--- src/rtl/twd_pkg.sv ---
`default_nettype none
// ============================================================================
//  Module   : twd_pkg
//  Purpose  : Shared types and helpers for the twiddle-multiply sequencer and
//             the twiddle multiplier itself.
//             - twd_mode_t   : 2-bit multiplier mode (UNITY/NEG_J/W8_1/W8_3)
//             - seq_state_t  : sequencer frame state
//             - twd_mode_of  : twiddle index -> multiplier mode map
//             - default NUM_BEATS / NUM_IDX values
//  Revision : 1.0  initial release
// ============================================================================
package twd_pkg;

  localparam int TWD_NUM_BEATS_DEF = 16;
  localparam int TWD_NUM_IDX_DEF   = 8;

  // Argument width of twd_mode_of; wide enough for any supported NUM_IDX.
  localparam int TWD_IDX_FN_W      = 8;

  typedef enum logic [1:0] {
    UNITY = 2'd0,   // multiply by 1
    NEG_J = 2'd1,   // multiply by -j
    W8_1  = 2'd2,   // multiply by (181 - j181)/256
    W8_3  = 2'd3    // multiply by (-181 - j181)/256
  } twd_mode_t;

  typedef enum logic [0:0] {
    ST_IDLE = 1'b0,
    ST_RUN  = 1'b1
  } seq_state_t;

  // Twiddle index to multiplier mode. Only odd indices above 1 need a
  // non-trivial rotation in this radix-2 stage; everything else is unity.
  function automatic twd_mode_t twd_mode_of(input logic [TWD_IDX_FN_W-1:0] idx);
    twd_mode_t m;
    case (idx)
      8'd3:    m = NEG_J;
      8'd5:    m = W8_1;
      8'd7:    m = W8_3;
      default: m = UNITY;
    endcase
    return m;
  endfunction

endpackage
`default_nettype wire

--- src/rtl/twd_seq_ctrl_if.sv ---
`default_nettype none
// ============================================================================
//  Module   : twd_seq_ctrl_if
//  Purpose  : Beat stream from the butterfly stage into the sequencer and the
//             control/framing stream out to the twiddle multiplier.
//  Signals  : i_valid, i_sof, i_bypass          - upstream beat + frame info
//             o_twd_en, o_twd_idx, o_twd_mode   - multiplier control (comb)
//             o_valid, o_sof, o_eof, o_err      - output framing (registered)
//  Modports : master - drives the beat stream, observes the outputs
//             slave  - the sequencer
//  Revision : 1.0  initial release
// ============================================================================
interface twd_seq_ctrl_if
  import twd_pkg::*;
#(
  parameter int IW = 3
);

  logic          i_valid;
  logic          i_sof;
  logic          i_bypass;
  logic          o_twd_en;
  logic [IW-1:0] o_twd_idx;
  twd_mode_t     o_twd_mode;
  logic          o_valid;
  logic          o_sof;
  logic          o_eof;
  logic          o_err;

  modport master (
    output i_valid, i_sof, i_bypass,
    input  o_twd_en, o_twd_idx, o_twd_mode, o_valid, o_sof, o_eof, o_err
  );

  modport slave (
    input  i_valid, i_sof, i_bypass,
    output o_twd_en, o_twd_idx, o_twd_mode, o_valid, o_sof, o_eof, o_err
  );

endinterface
`default_nettype wire

--- src/rtl/twd_beat_cnt.sv ---
`default_nettype none
// ============================================================================
//  Module   : twd_beat_cnt
//  Purpose  : Beat-within-frame counter with enable, restart and wrap.
//             The effective beat is 0 on a restart beat, else the count.
//             On an enabled beat the counter advances from the effective
//             beat and wraps to 0 after the last beat of the frame.
//  Ports    : clk, rstn   - clock, asynchronous active-low reset
//             i_en        - advance on this beat
//             i_restart   - this beat is beat 0 of a (new) frame
//             o_idx       - twiddle index of the effective beat
//             o_last      - effective beat is the last of the frame
//  Revision : 1.0  initial release
// ============================================================================
module twd_beat_cnt #(
  parameter int NUM_BEATS = 16,
  parameter int NUM_IDX   = 8,
  parameter int BW        = (NUM_BEATS > 1) ? $clog2(NUM_BEATS) : 1,
  parameter int IW        = (NUM_IDX   > 1) ? $clog2(NUM_IDX)   : 1
) (
  input  logic          clk,
  input  logic          rstn,
  input  logic          i_en,
  input  logic          i_restart,
  output logic [IW-1:0] o_idx,
  output logic          o_last
);

  localparam logic [BW-1:0] LAST_BEAT = BW'(NUM_BEATS - 1);

  logic [BW-1:0] cnt_q;
  logic [BW-1:0] cnt_d;
  logic [BW-1:0] eff;

  always_comb begin
    eff    = i_restart ? '0 : cnt_q;
    o_last = (eff == LAST_BEAT);
    cnt_d  = cnt_q;
    if (i_en) begin
      cnt_d = o_last ? '0 : (eff + BW'(1));
    end
  end

  always_ff @(posedge clk or negedge rstn) begin
    if (!rstn) begin
      cnt_q <= '0;
    end else begin
      cnt_q <= cnt_d;
    end
  end

  // Beats per index is a power of two, so the index is simply the upper
  // IW bits of the effective beat number.
  generate
    if (NUM_IDX == 1) begin : g_idx_single
      assign o_idx = '0;
    end else begin : g_idx_msbs
      assign o_idx = eff[BW-1 -: IW];
    end
  endgenerate

endmodule
`default_nettype wire

--- src/rtl/twd_seq_ctrl.sv ---
`default_nettype none
// ============================================================================
//  Module   : twd_seq_ctrl
//  Purpose  : Frame sequencer for the 16-lane radix-2 twiddle-multiply stage.
//             Counts beats within a frame, derives twiddle index and mode
//             per beat, gates the multiplier enable and produces output
//             framing aligned to the multiplier's one-cycle register.
//  Ports    : clk, rstn          - clock, asynchronous active-low reset
//             bus (slave)        - beat stream in, multiplier control and
//                                  framing out (see twd_seq_ctrl_if)
//             o_frame_cnt[15:0]  - completed frames, wrapping   (stats only)
//             o_err_cnt[7:0]     - framing errors, saturating   (stats only)
//  Options  : TWD_SEQ_STATS_EN   - adds the two statistics counters/ports
//  Revision : 1.0  initial release
// ============================================================================
module twd_seq_ctrl
  import twd_pkg::*;
#(
  parameter int NUM_BEATS = TWD_NUM_BEATS_DEF,
  parameter int NUM_IDX   = TWD_NUM_IDX_DEF
) (
  input  logic         clk,
  input  logic         rstn,
  twd_seq_ctrl_if.slave bus
`ifdef TWD_SEQ_STATS_EN
  ,
  output logic [15:0]  o_frame_cnt,
  output logic [7:0]   o_err_cnt
`endif
);

  localparam int BW = (NUM_BEATS > 1) ? $clog2(NUM_BEATS) : 1;
  localparam int IW = (NUM_IDX   > 1) ? $clog2(NUM_IDX)   : 1;

  seq_state_t    state_q, state_d;
  logic          bypass_q, bypass_d;
  logic          valid_q, valid_d;
  logic          sof_q, sof_d;
  logic          eof_q, eof_d;
  logic          err_q, err_d;

  logic          w_accept;
  logic          w_stray;
  logic          w_abort;
  logic          w_last;
  logic          w_cnt_last;
  logic          w_byp_eff;
  logic [IW-1:0] w_idx;
  twd_mode_t     w_mode;

  twd_beat_cnt #(
    .NUM_BEATS (NUM_BEATS),
    .NUM_IDX   (NUM_IDX),
    .BW        (BW),
    .IW        (IW)
  ) u_beat_cnt (
    .clk       (clk),
    .rstn      (rstn),
    .i_en      (w_accept),
    .i_restart (bus.i_sof),
    .o_idx     (w_idx),
    .o_last    (w_cnt_last)
  );

  always_comb begin
    // A sof beat is always taken; a non-sof beat only inside a frame.
    w_accept  = bus.i_valid & ((state_q == ST_RUN) | bus.i_sof);
    w_stray   = bus.i_valid & ~bus.i_sof & (state_q == ST_IDLE);
    w_abort   = bus.i_valid &  bus.i_sof & (state_q == ST_RUN);
    w_last    = w_accept & w_cnt_last;

    // The sof beat already uses the bypass it brings with it.
    w_byp_eff = bus.i_sof ? bus.i_bypass : bypass_q;

    w_mode = UNITY;
    if (w_accept && !w_byp_eff) begin
      w_mode = twd_mode_of(TWD_IDX_FN_W'(w_idx));
    end

    state_d  = state_q;
    bypass_d = bypass_q;
    if (w_accept) begin
      // Returning to IDLE on the last beat lets a sof on the next cycle
      // start the following frame without a bubble.
      state_d = w_last ? ST_IDLE : ST_RUN;
      if (bus.i_sof) begin
        bypass_d = bus.i_bypass;
      end
    end

    valid_d = w_accept;
    sof_d   = w_accept & bus.i_sof;
    eof_d   = w_last;
    err_d   = w_stray | w_abort;
  end

  always_ff @(posedge clk or negedge rstn) begin
    if (!rstn) begin
      state_q  <= ST_IDLE;
      bypass_q <= 1'b0;
      valid_q  <= 1'b0;
      sof_q    <= 1'b0;
      eof_q    <= 1'b0;
      err_q    <= 1'b0;
    end else begin
      state_q  <= state_d;
      bypass_q <= bypass_d;
      valid_q  <= valid_d;
      sof_q    <= sof_d;
      eof_q    <= eof_d;
      err_q    <= err_d;
    end
  end

  assign bus.o_twd_en   = w_accept;
  assign bus.o_twd_idx  = w_accept ? w_idx : '0;
  assign bus.o_twd_mode = w_mode;
  assign bus.o_valid    = valid_q;
  assign bus.o_sof      = sof_q;
  assign bus.o_eof      = eof_q;
  assign bus.o_err      = err_q;

`ifdef TWD_SEQ_STATS_EN
  logic [15:0] frame_cnt_q, frame_cnt_d;
  logic [7:0]  err_cnt_q, err_cnt_d;

  // Counters step on the same edge that raises o_eof / o_err.
  always_comb begin
    frame_cnt_d = frame_cnt_q;
    if (eof_d) begin
      frame_cnt_d = frame_cnt_q + 16'd1;
    end
    err_cnt_d = err_cnt_q;
    if (err_d && (err_cnt_q != 8'hFF)) begin
      err_cnt_d = err_cnt_q + 8'd1;
    end
  end

  always_ff @(posedge clk or negedge rstn) begin
    if (!rstn) begin
      frame_cnt_q <= '0;
      err_cnt_q   <= '0;
    end else begin
      frame_cnt_q <= frame_cnt_d;
      err_cnt_q   <= err_cnt_d;
    end
  end

  assign o_frame_cnt = frame_cnt_q;
  assign o_err_cnt   = err_cnt_q;
`endif

endmodule
`default_nettype wire
--- src/flat_wrapper.sv ---
// flat-port wrapper written by rule: the top's interface ports become plain ports
module twd_seq_ctrl_flat import twd_pkg::*;
#(
  parameter int NUM_BEATS = TWD_NUM_BEATS_DEF,
  parameter int NUM_IDX   = TWD_NUM_IDX_DEF
)
  (clk, rstn, bus_i_valid, bus_i_sof, bus_i_bypass, bus_o_twd_en, bus_o_twd_idx, bus_o_twd_mode, bus_o_valid, bus_o_sof, bus_o_eof, bus_o_err);
  twd_seq_ctrl_if bus_i ();
  input  logic clk;
  input  logic rstn;
  input wire logic [$bits(bus_i.i_valid)-1:0] bus_i_valid;
  input wire logic [$bits(bus_i.i_sof)-1:0] bus_i_sof;
  input wire logic [$bits(bus_i.i_bypass)-1:0] bus_i_bypass;
  output wire logic [$bits(bus_i.o_twd_en)-1:0] bus_o_twd_en;
  output wire logic [$bits(bus_i.o_twd_idx)-1:0] bus_o_twd_idx;
  output wire logic [$bits(bus_i.o_twd_mode)-1:0] bus_o_twd_mode;
  output wire logic [$bits(bus_i.o_valid)-1:0] bus_o_valid;
  output wire logic [$bits(bus_i.o_sof)-1:0] bus_o_sof;
  output wire logic [$bits(bus_i.o_eof)-1:0] bus_o_eof;
  output wire logic [$bits(bus_i.o_err)-1:0] bus_o_err;
  assign bus_i.i_valid = bus_i_valid;
  assign bus_i.i_sof = bus_i_sof;
  assign bus_i.i_bypass = bus_i_bypass;
  assign bus_o_twd_en = bus_i.o_twd_en;
  assign bus_o_twd_idx = bus_i.o_twd_idx;
  assign bus_o_twd_mode = bus_i.o_twd_mode;
  assign bus_o_valid = bus_i.o_valid;
  assign bus_o_sof = bus_i.o_sof;
  assign bus_o_eof = bus_i.o_eof;
  assign bus_o_err = bus_i.o_err;
  twd_seq_ctrl #(.NUM_BEATS(NUM_BEATS), .NUM_IDX(NUM_IDX)) u_core (.clk(clk), .rstn(rstn), .bus(bus_i));
endmodule
--- config.mk ---
export PLATFORM = sky130hd
export DESIGN_NAME = twd_seq_ctrl_flat
export DESIGN_NICKNAME = d
export VERILOG_FILES = /design/src/rtl/twd_pkg.sv /design/src/rtl/twd_seq_ctrl_if.sv /design/src/rtl/twd_beat_cnt.sv /design/src/rtl/twd_seq_ctrl.sv /design/src/flat_wrapper.sv
export SDC_FILE = /design/constraint.sdc
export NUM_CORES = 1
export LEC_CHECK = 0
export CAP_MARGIN = 20
export CORE_AREA = 2 2 39 41
export CTS_BUF_LIST = sky130_fd_sc_hd__clkbuf_16
export DETAILED_ROUTE_END_ITERATION = 16
export DIE_AREA = 0 0 41 43
export PLACE_DENSITY = 0.68
export SYNTH_ARGS = -nofsm -noshare
export SYNTH_HDL_FRONTEND = slang
export SYNTH_SLANG_ARGS = --single-unit
--- constraint.sdc ---
create_clock -name clk -period 1.4 [get_ports clk]
set_input_delay 0.28 -clock clk [delete_from_list [all_inputs] [get_ports clk]]
set_output_delay 0.28 -clock clk [all_outputs]
set_load 0.01 [all_outputs]
### Word level (Yosys, flattened, before mapping)

Cells that the tools add are included.

* input port bits: 5
* logic and storage cells: 32
* bits in registers: 10
* output and inout port bits: 10

* equal/unequal tests: 4
* bitwise operators: 11
* add/sub/neg operators: 1
* reductions and logical operators: 2
* mux-type cells: 7

Operators with widths (count)
* 4-bit two-way mux: 2
* 1-bit AND: 7
* 3-bit equality test (second input constant): 2
* 2-bit one-hot mux with 3 select lines: 1
* 4-bit by 1-bit adder with 4-bit output (second input constant): 1
* 4-bit equality test (second input constant): 1
* 3-bit by 2-bit equality test with 1-bit output (second input constant): 1
* 3-bit two-way mux: 1
* 1-bit two-way mux: 2
* 2-bit two-way mux: 1
* 1-bit inverter: 2
* 1-bit bitwise OR: 2
* 1-bit logical AND: 1
* 1-bit logical NOT: 1

### Longest topological paths before layout

Gate-level depths: netlist of run 1.

* depth in word-level cells: 4
* depth in mapped cells: 8
* depth with buffers taken out: 7

### Cells and area by module

A second synthesis of run 1 with hierarchy kept.

* cell total of the unflattened synthesis: 46
* area, all modules: 494.2 µm²

By module, submodules not included
* twd_seq_ctrl: seq. area each 150.1 µm², cells each 23, area each 261.5 µm², times used 1
* twd_beat_cnt: seq. area each 100.1 µm², cells each 23, area each 232.7 µm², times used 1

### Worst setup path before layout of run 1

No wires, ideal clock.

* kind: input to register
* start point: input port bus_i_sof
* end point: register u_core.u_beat_cnt.cnt_q[3]
* data required time: 1.268 ns
* setup slack: 0.036 ns
* setup time: 0.132 ns
* buffers on the path: 1
* cell stages on the path: 8
* arrival time: 1.232 ns
* path through: buf_2 -> inv_1 -> nand2_1 -> inv_1 -> ha_1 -> nand2_1 -> a32oi_1 -> o41ai_2

* cells in the longest elaborated chain, start to end: 3
* elaborated cells between the ends (all ways): 6
* classes of those cells: add/sub: 1; eq/ne: 1; mux: 2; bitwise: 2

Ends and longest elaborated chain
* start, declared: line flat_wrapper.sv:12 `input wire logic [$bits(bus_i.i_sof)-1:0] bus_i_sof;`
* 4-bit two-way mux: line twd_beat_cnt.sv:36 `eff = i_restart ? '0 : cnt_q;`
* 4-bit by 1-bit adder with 4-bit output or 4-bit equality test (tied branches): line twd_beat_cnt.sv:40, twd_beat_cnt.sv:37
* 4-bit two-way mux: line twd_beat_cnt.sv:40 `cnt_d = o_last ? '0 : (eff + BW'(1));`
* end signal, assigned: line twd_beat_cnt.sv:48 `cnt_q <= cnt_d;`
* end, declared: line twd_beat_cnt.sv:31 `logic [BW-1:0] cnt_q;`

Several ways; a longest one is shown, not always the timed one.
A chain may end at the register's enable or synchronous reset.

### Worst setup path in the final report of run 1

* start point: register u_core.state_q
* end point: output port bus_o_twd_en

* cells in the longest elaborated chain, start to end: 2

Ends and longest elaborated chain
* start, declared: line twd_seq_ctrl.sv:35 `seq_state_t state_q, state_d;`
* start signal, assigned: line twd_seq_ctrl.sv:106 `state_q <= state_d;`
* 1-bit bitwise OR: line twd_seq_ctrl.sv:67 `w_accept = bus.i_valid & ((state_q == ST_RUN) | bus.i_sof);`
* 1-bit AND: line twd_seq_ctrl.sv:67
* end, declared: line flat_wrapper.sv:14 `output wire logic [$bits(bus_i.o_twd_en)-1:0] bus_o_twd_en;`

Every way passes these cells.

==> results of run 1 <==
[kinds of logic (layout without fill, tap and decap cells)]
| family | Yosys count | after routing | share of synthesized area (%) |
|---|---|---|---|
| flip-flops | 10 | 10 | 49.5 |
| adder cells (fa/ha/maj) | 1 | 1 | 2.47 |
| XOR/XNOR | 1 | 1 | 1.73 |
| multiplexers | 1 | 1 | 2.23 |
| buffers and inverters | 7 | 41 | 8.66 |
| AO/OA/AOI/OAI | 9 | 9 | 16.1 |
| AND/OR/NAND/NOR | 21 | 21 | 19.3 |
[stage by stage]
step | std cells | instance area, µm²
after floorplan | 50 | 505
after global placement | 92 | 746
after detailed placement | 92 | 746
after CTS | 97 | 841
after global routing | 100 | 888
final | 100 | 888
[power by group through the flow]
stage,combinational (mW),clock [mW],sequential [mW]
after global placement,0.186,0,0.337
after CTS,0.202,0.518,0.338
after detailed placement,0.191,0,0.338
after global routing,0.241,0.537,0.343
final,0.222,0.507,0.340
after floorplan,0.0815,0,0.346
[flip-flops by register name, summed over array words and instances (netlist names)]
register / cells
u_core.u_beat_cnt.cnt_q: 4
u_core.bus.o_eof: 1
u_core.bus.o_err: 1
u_core.bus.o_sof: 1
u_core.bus.o_valid: 1
u_core.bypass_q: 1
u_core.state_q: 1
[metal layers]
metal / vias up / GRT usage (%)
li1: 239 / -
met1: 241 / 20.8
met2: 21 / 27.5
met3: 11 / 7.85
met4: 0 / 18.0
met5: - / 0
[cells in the final DEF, fill, tap and decap left out, types with 2 or more instances in the layout]
cell                              count
sky130_fd_sc_hd__buf_4               17
sky130_fd_sc_hd__dfrtp_1             10
sky130_fd_sc_hd__clkdlybuf4s50_1      5
sky130_fd_sc_hd__nand2_2              4
sky130_fd_sc_hd__nor2_1               4
sky130_fd_sc_hd__nand2_1              4
sky130_fd_sc_hd__buf_2                4
sky130_fd_sc_hd__inv_1                3
sky130_fd_sc_hd__clkbuf_16            3
sky130_fd_sc_hd__inv_2                2
sky130_fd_sc_hd__nor3_1               2
sky130_fd_sc_hd__buf_6                2
[area by class of cell]
type | count | area share, %
multi-input combinational | 33 | 29.6
timing repair buffer | 32 | 29.0
sequential | 10 | 28.2
clock buffer | 3 | 8.45
tap | 16 | 2.25
inverter | 5 | 2.11
clock inverter | 1 | 0.423
[critical path, cell delays in order (launching register included)]
cell and delay (ns):
sky130_fd_sc_hd__dfrtp_1 0.38, sky130_fd_sc_hd__o21ai_2 0.21, sky130_fd_sc_hd__inv_2 0.07, sky130_fd_sc_hd__buf_4 0.15, sky130_fd_sc_hd__buf_6 0.11
[final timing paths]
| kind | endpoint | slack, ns | cells after the start |
|---|---|---|---|
| worst min-delay path | u_core.bypass_q | 0.37 | 1 |
| worst min register to register | u_core.bypass_q | 0.61 | 1 |
| worst max-delay path | bus_o_twd_en | -0.03 | 4 |
| min in group clk | u_core.u_beat_cnt.cnt_q[2] | 0.37 | 3 |
| worst max register to register | u_core.u_beat_cnt.cnt_q[2] | 0.09 | 7 |
| max in group asynchronous | u_core.bus.o_err | 0.72 | 1 |
[what timing repair did]
item | in CTS | in global routing
setup buffers | 1 | 3
endpoints found under the setup margin | 11 | 10
pin swaps | 2 | 4
resized for setup | 34 | 10
==> run summary, run 1 <==
• **outcome** finished, violations left
• **violated checks** setup timing
• **setup repair after global routing missed its margin** true
• **Setup WS pre-CTS** -0.695 ns
• **worst slew margin relative to its limit** 69.0%
• **number of buffers between clock root and the deepest sink** 2
• **power density normalized to cell area** 1200 nW/µm²
• **overall global routing resource usage** 19.5%
• **number of fill cells in the layout** 119
• **DRC marker count from the first detailed-route iteration** 10
• **global-route wire length before repair** 2140 µm
• **clock transition time at the flip-flop clock pins of the worst setup and hold paths** 0.04 ns
• **data required time of the worst path** 1.12 ns
• **wire length reported by the detailed router** 1420 µm
• **Crit Path Category** flip-flop to output pin
• **largest cells by area after synthesis** sky130_fd_sc_hd__dfrtp_1 50%, sky130_fd_sc_hd__nand2_1 5.9%, sky130_fd_sc_hd__buf_12 4.0%
• **sequential share of power** 31.8%
• **cell leakage power** 0.439 nW
• **clock latency of the later-clocked register in the worst-skew pair** 0.24 ns
• **share of synthesized registers carrying an async set or reset** 100%
• **top-count cell post-synth** sky130_fd_sc_hd__dfrtp_1
• **num ports** 15
• **source of the worst register-to-register timing path** u_core.u_beat_cnt.cnt_q[1]
• **post-route ant nets** 0
• **fraction of power spent switching nets** 24.4%
• **P_sw** 0.261 mW
• **endpoint type of the worst setup path** output pin
• **net count reported at finish** 91
• **Die H** 43 µm
• **startpoint type of the worst setup path** flip-flop
• **# setup viols final** 4
• **path class of the lowest-slack min-delay path** input pin to async pin
• **crit path DAT** 1.15 ns
• **layout cells sized above 1** 52.4%
• **critical path startpoint** u_core.state_q
• **Gate Count Post-Synth** 50
• **total inserted antenna cells** 0
• **Clock Tree Root** sky130_fd_sc_hd__clkbuf_16
• **top cells by instance count after synthesis** 10 x sky130_fd_sc_hd__dfrtp_1, 8 x sky130_fd_sc_hd__nand2_1, 4 x sky130_fd_sc_hd__inv_1, 4 x sky130_fd_sc_hd__nor2_1
• **Clock Sinks** 10
• **maximum clock rate** 698 MHz
• **highest routed metal layer** met4
• **max-slew violations** 0
• **post-synthesis sequential element count** 10
• **iteration count of the initial detailed-routing pass** 4
• **utilization after layout** 64.2%
• **total power of the final layout** 1.07 mW
• **final sum of negative setup slack** -0.0859 ns
• **synthesized netlist net count** 56
• **warnings from Yosys** 0
• **number of enable flip-flop cells after synthesis** 0
• **proportion of synthesized chip area in sequential cells** 49.5%
• **Tcrit/Tclk final** 102%
• **leftover overflow at the end of global routing** 0
• **via-per-instance ratio** 5.12
• **final critical path time including I/O delays and setup** 1.43 ns
• **hold-fix buffer count after cts** 0
• **clock tree from TritonCTS** built
• **placeable core region** 1380 µm²
• **number of antenna violations at the first check in global routing** 0
• **area share of the largest cell type after synthesis** 49.5%
• **proportion of power drawn by the clock network** 47.4%
• **largest net degree at the start of global routing** 11
• **number of global-route vias before repair** 466
• **max capacitance violation total** 0
• **DRC violations left** 0
• **Starting Density** 36.5%
• **sequential cell area** 250 µm²
• **routed wirelength normalized by instance count** 14.2 µm
• **Comb power frac** 20.8%
• **DIE WIDTH** 41 µm
• **sum of met3 wire segment lengths after detailed routing** 102 µm
• **via count of the routed design** 512
• **length of routed met2 wiring** 687 µm
• **Site Rows** 14
• **worst vdd rail ir drop** 0.000818 V
• **Post-synth top flop** sky130_fd_sc_hd__dfrtp_1
• **critical path peak fanout** 4
• **CTS buffer count** 3
• **half-perimeter wire length of the detailed placement result** 870 µm
• **final worst-path setup slack** -0.0331 ns
• **layout overhead on the synthesized area** 75.7%
• **IO Port Bufs** 14
• **final hold slack** 0.366 ns
• **number of H-tree levels** 1
• **total standard cell area after synthesis** 505 µm²
• **die area** 1760 µm²
• **number of endpoints with negative hold slack in the final report** 0
• **total area of multi-input combinational cells** 263 µm²
• **Worst-Margin Slew** 0.463 ns
• **largest area contributor in the netlist** sky130_fd_sc_hd__dfrtp_1
• **final clock skew** 0.00191 ns
• **design internal power** 0.808 mW
• **number of library cell types mapped by synthesis** 26
• **mean instance size in the synthesized netlist** 10.1 µm²
• **final estimated routing congestion in global placement** 0.892
• **routed length on met1** 541 µm
(Power assumes the default switching activity.)
==> run 2, diff against run 1 <==
--- a/config.mk
+++ b/config.mk
@@ -10,6 +10,7 @@
 export CTS_BUF_LIST = sky130_fd_sc_hd__clkbuf_16
 export DETAILED_ROUTE_END_ITERATION = 16
 export DIE_AREA = 0 0 41 43
+export GPL_ROUTABILITY_DRIVEN = 0
 export PLACE_DENSITY = 0.68
 export SYNTH_ARGS = -nofsm -noshare
 export SYNTH_HDL_FRONTEND = slang
==> constraint.sdc (replaced) <==
create_clock -name clk -period 1.4 [get_ports clk]
set_input_delay 0.21 -clock clk [delete_from_list [all_inputs] [get_ports clk]]
set_output_delay 0.21 -clock clk [all_outputs]
set_load 0.01 [all_outputs]
==> run 2 against run 1 <==
- the flow now finishes without violations
- sequential cell count unchanged
- count of clock-buffer cells in the layout is the same
- setup slack better by 0.066 ns
- maximum frequency rose by 4.8%
- via count is 4.1% lower
==> run summary, run 2 (synthesized netlist as in run 1, its figures left out) <==
• **outcome** finished clean
• **IO Port Bufs** 14, unchanged
• **number of endpoints with negative hold slack in the final report** 0, unchanged
• **clock tree from TritonCTS** built
• **number of antenna violations at the first check in global routing** 0, unchanged
• **routing usage on met2** 26.6%, -0.94 points
• **largest net degree at the start of global routing** 11, unchanged
• **number of instances in the placed design** 92, unchanged
• **# setup viols final** 0, -4
• **final clock skew** 0.00220 ns, +0.000297 ns
• **sequential share of power** 32.1%, +0.3 points
• **met1 global-route usage** 20.5%, -0.33 points
• **Starting Density** 36.5%, unchanged
• **hold-fix buffer count after cts** 0, unchanged
• **met3 Track Usage GR** 8.38%, +0.52 points
• **clock transition time at the flip-flop clock pins of the worst setup and hold paths** 0.04 ns, about the same
• **startpoint type of the worst setup path** flip-flop
• **layout overhead on the synthesized area** 67.3%
• **Clock Tree Root** sky130_fd_sc_hd__clkbuf_16
• **crit path DAT** 1.16 ns, about the same
• **DRC marker count from the first detailed-route iteration** 11, +1
• **Comb power frac** 20.0%, -0.8 points
• **max-slew violations** 0, unchanged
• **critical path peak fanout** 4, unchanged
• **half-perimeter wire length of the detailed placement result** 870 µm, unchanged
• **number of buffers between clock root and the deepest sink** 2, unchanged
• **design internal power** 0.798 mW, -1.2%
• **proportion of power drawn by the clock network** 47.9%, +0.5 points
• **global-route wire length before repair** 2080 µm, -2.6%
• **endpoint type of the worst setup path** output pin
• **path class of the lowest-slack min-delay path** input pin to async pin
• **layout cells sized above 1** 44.4%, -7.9 points
• **Non-Filler Instances** 97, -3.0%
• **power density normalized to cell area** 1250 nW/µm², +3.6%
• **P_sw** 0.256 mW, -1.8%
• **DIE WIDTH** 41 µm, unchanged
• **via-per-instance ratio** 5.06, -1.1%
• **fraction of power spent switching nets** 24.3%, -0.12 points
• **total non-filler cell area in the finished layout** 846 µm², -4.8%
• **leftover overflow at the end of global routing** 0, unchanged
• **net count reported at finish** 88, -3.3%
• **busiest metal layer after global routing** met2
• **overall global routing resource usage** 19.1%, -0.40 points
• **flip-flop count of the largest register, all copies and words added** 4, unchanged
• **num ports** 15, unchanged
• **Worst-Margin Slew** 0.441 ns, -0.0221 ns
• **Biggest register** u_core.u_beat_cnt.cnt_q
• **number of H-tree levels** 1, unchanged
• **worst vdd rail ir drop** 0.000816 V, -0.27%
• **worst slew margin relative to its limit** 70.5%, +1.5 points
• **clock latency of the later-clocked register in the worst-skew pair** 0.24 ns, about the same
• **data required time of the worst path** 1.19 ns, +0.07 ns
• **number of global-route vias before repair** 459, -1.5%
• **die area** 1760 µm², unchanged
• **total inserted antenna cells** 0, unchanged
• **commonest non-fill, non-tap cell in the layout** sky130_fd_sc_hd__buf_4
• **final critical path time including I/O delays and setup** 1.37 ns, -0.0658 ns
• **cell area after placement** 746 µm², unchanged
• **placeable core region** 1380 µm², unchanged
• **routed wirelength normalized by instance count** 13.9 µm, -2.0%
• **Tcrit/Tclk final** 97.7%, -4.7 points
• **DRC violations left** 0, unchanged
• **cell leakage power** 0.405 nW, -7.7%
• **CTS buffer count** 3, unchanged
• **Site Rows** 14, unchanged
• **Clock Sinks** 10, unchanged
• **via count of the routed design** 491, -4.1%
• **wire length reported by the detailed router** 1350 µm, -4.9%
• **commonest non-fill, non-tap cells in the layout** 14 x sky130_fd_sc_hd__buf_4, 10 x sky130_fd_sc_hd__dfrtp_1, 6 x sky130_fd_sc_hd__clkdlybuf4s50_1, 5 x sky130_fd_sc_hd__nand2_1
• **Crit Path Category** flip-flop to output pin
• **post-route ant nets** 0, unchanged
• **max capacitance violation total** 0, unchanged
• **Die H** 43 µm, unchanged
• **maximum clock rate** 731 MHz, +4.8%
• **iteration count of the initial detailed-routing pass** 4, unchanged
run 2: final cells by class:
class / count / area [µm²]
multi-input cells: 33 / 249
clock inverters: 1 / 3.75
fillers: 130 / 538
flip-flops and latches: 10 / 250
well taps: 16 / 20.0
inverters: 5 / 18.8
clock buffers: 3 / 75.1
repair buffers: 29 / 229
run 2: final timing paths:
path	startpoint	to	slack, ns	cells after the start
max	u_core.state_q	bus_o_twd_en	0.03	4
min	rstn	u_core.bypass_q	0.29	1
max reg2reg	u_core.u_beat_cnt.cnt_q[1]	u_core.u_beat_cnt.cnt_q[2]	0.10	6
min reg2reg	u_core.bypass_q	u_core.bypass_q	0.59	1
max in group asynchronous	rstn	u_core.bus.o_err	0.81	1
min in group clk	bus_i_sof	u_core.u_beat_cnt.cnt_q[2]	0.47	3
run 2: critical path: stages (launching register included):
cell	delay (ns)
sky130_fd_sc_hd__dfrtp_1	0.38
sky130_fd_sc_hd__o21ai_2	0.20
sky130_fd_sc_hd__inv_2	0.07
sky130_fd_sc_hd__buf_4	0.14
sky130_fd_sc_hd__buf_2	0.13
run 2: timing repair:
item                                    in CTS  in global routing
endpoints found under the setup margin      10                  8
buffers inserted                             1                  0
gates resized for setup                     26                  8
pin swaps                                    2                  1
run 2: power groups by stage:
stage / sequential [mW] / clock (mW) / combinational (mW)
after floorplan: 0.346 / 0 / 0.0815
after global placement: 0.337 / 0 / 0.186
final: 0.339 / 0.505 / 0.210
after global routing: 0.342 / 0.537 / 0.228
after detailed placement: 0.338 / 0 / 0.191
after CTS: 0.338 / 0.518 / 0.198
run 2: per-layer routing:
layer / wire (µm) / part of all wire (%)
met1: 515 / 38
met2: 663 / 49
met3: 93 / 6.9
met4: 81 / 6.0
met5: 0 / 0
run 2: stage by stage:
stage | worst slack (ns) | setup TNS (ns) | hold slack [ns] | total power [mW] | util, %
global route | -0.00938 | -0.0100 | 0.323 | 1.11 | 61.1
CTS | 0.000380 | 0 | 0.305 | 1.05 | 59.9
global placement | -0.511 | -4.25 | 0.520 | 0.523 | 53.9
floorplan | 0.106 | 0 | -0.0856 | 0.428 | -
finish | 0.0327 | 0 | 0.287 | 1.05 | 61.1
detailed placement | -0.555 | -4.45 | 0.536 | 0.529 | 53.9
==> RTL edit (flow settings as in run 1) <==
`TWD_NUM_BEATS_DEF`: 16 -> 32.
--- a/src/rtl/twd_pkg.sv
+++ b/src/rtl/twd_pkg.sv
@@ -13,3 +13,3 @@
 
-  localparam int TWD_NUM_BEATS_DEF = 16;
+  localparam int TWD_NUM_BEATS_DEF = 32;
   localparam int TWD_NUM_IDX_DEF   = 8;
Behaviour: not the same (Yosys sat finds a counterexample within 4 cycles, from zero or initial values and one cycle with rstn low).
==> RTL edit against run 1 <==
- the flow still finishes with violations (setup timing)
- power decreased by 1.8%
- routed wire length decreased by 4.8%
- largest cell class is now registers
- utilization increased by 2.6 points
- sequential cell count increased by 1
- final area increased by 4.1%
- synthesized area increased by 9.2%
- non-clock buffer count decreased by 2
- worst setup slack got worse by 0.044 ns
- critical path depth unchanged
==> RTL edit: results (changes against run 1) <==
.. list-table::
   :header-rows: 1

   * - Metric
     - Value
   * - Status
     - finished, violations left
   * - Violated checks
     - setup timing
   * - Final worst slack
     - -0.0775 ns (-0.0444 ns)
   * - Worst IR Drop VDD
     - 0.720 mV (-12%)
   * - Length of routed met2 wiring
     - 704 um (+2.5%)
   * - Weighted congestion reported at the end of routability-driven placement
     - 0.801 (-10%)
   * - Pre-CTS WS
     - -0.741 ns (-0.0460 ns)
   * - Largest net degree at the start of global routing
     - 12 (+1)
   * - Detail Route met3 WL
     - 72 um (-29%)
   * - Largest fanout on the critical path
     - 3 (-1)
   * - Cell area after placement
     - 786 sq um (+5.4%)
   * - Critical path's largest stage delay
     - 0.41 ns (+0.03 ns)
   * - GR met3 Demand/Resource
     - 4.71% (-3.1 points)
   * - Clock share of power
     - 50.3% (+2.9 points)
   * - Routed length on met1
     - 555 um (+2.6%)
   * - M1 GR Usage
     - 28.6% (+7.8 points)
   * - Leak pwr
     - 0.462 nW (+5.4%)
   * - Ratio of routed vias to standard cells
     - 4.98 (-2.7%)
   * - HPWL Detailed
     - 917 um (+5.4%)
   * - Leading post-synthesis cells by cell area
     - sky130_fd_sc_hd__dfrtp_1 50%, sky130_fd_sc_hd__nand2_1 3.4%, sky130_fd_sc_hd__nor2b_1 3.4%, sky130_fd_sc_hd__inv_1 2.7%, sky130_fd_sc_hd__nor3b_1 2.7%
   * - Total negative slack
     - -0.128 ns (-0.0425 ns)
   * - Final count of negative-setup-slack endpoints
     - 2 (-2)
   * - Share of synthesized area occupied by flip-flops and latches
     - 49.9% (+0.38 points)
   * - Met2 Track Usage GR
     - 28.4% (+0.94 points)
   * - Distinct cell type count of the synthesized netlist
     - 29 (+12%)
RTL edit: changes by cell type in the layout (fill, tap and decap cells not counted), sizes merged, moves of 2 or more:
cell	change
nor2	-3
dlymetal6s2s	+2
clkdlybuf4s50	-2
nor3b	+2
nand2	-4
RTL edit: cell type report:
type,instances,area [sq um],share of cell area (%)
Timing Repair Buffer,30,264,28.6
Clock buffer,3,75.1,8.12
Clock inverter,1,5.00,0.541
Sequential cell,11,275,29.8
Multi-Input combinational cell,35,268,29.0
Inverter,4,17.5,1.89
Tap cell,16,20.0,2.17
RTL edit: timing repair:
action	CTS	global route
resized for setup	35	9
hold buffers	0	0
hold endpoints to repair	0	0
pin swaps	5	2
buffers inserted	3	1
setup endpoints to repair	12	12
cloned	0	0
RTL edit: cell families after synthesis:
group | after synthesis | share of synthesized area (%)
and+or+nand+nor | 23 | 27.0
muxes | 2 | 4.08
adders and majority gates | 1 | 2.27
DFF | 11 | 49.9
buffers and inverters | 6 | 5.67
AOI/OAI and AO/OA | 9 | 11.1
RTL edit: path summary, 6_finish.rpt:
check | start | to | cells past startpoint
setup reg to reg | u_core.state_q$_DFFE_PN0P_ | u_core.u_beat_cnt.cnt_q[1]$_DFFE_PN0P_ | 4
hold reg to reg | u_core.u_beat_cnt.cnt_q[0]$_DFFE_PN0P_ | u_core.u_beat_cnt.cnt_q[0]$_DFFE_PN0P_ | 2
setup / recovery | u_core.state_q$_DFFE_PN0P_ | bus_o_twd_mode[0] | 4
hold / removal | rstn | u_core.bus.o_sof$_DFF_PN0_ | 2
min in group clk | bus_i_sof | u_core.u_beat_cnt.cnt_q[4]$_DFFE_PN0P_ | 3
max in group asynchronous | rstn | u_core.u_beat_cnt.cnt_q[3]$_DFFE_PN0P_ | 2
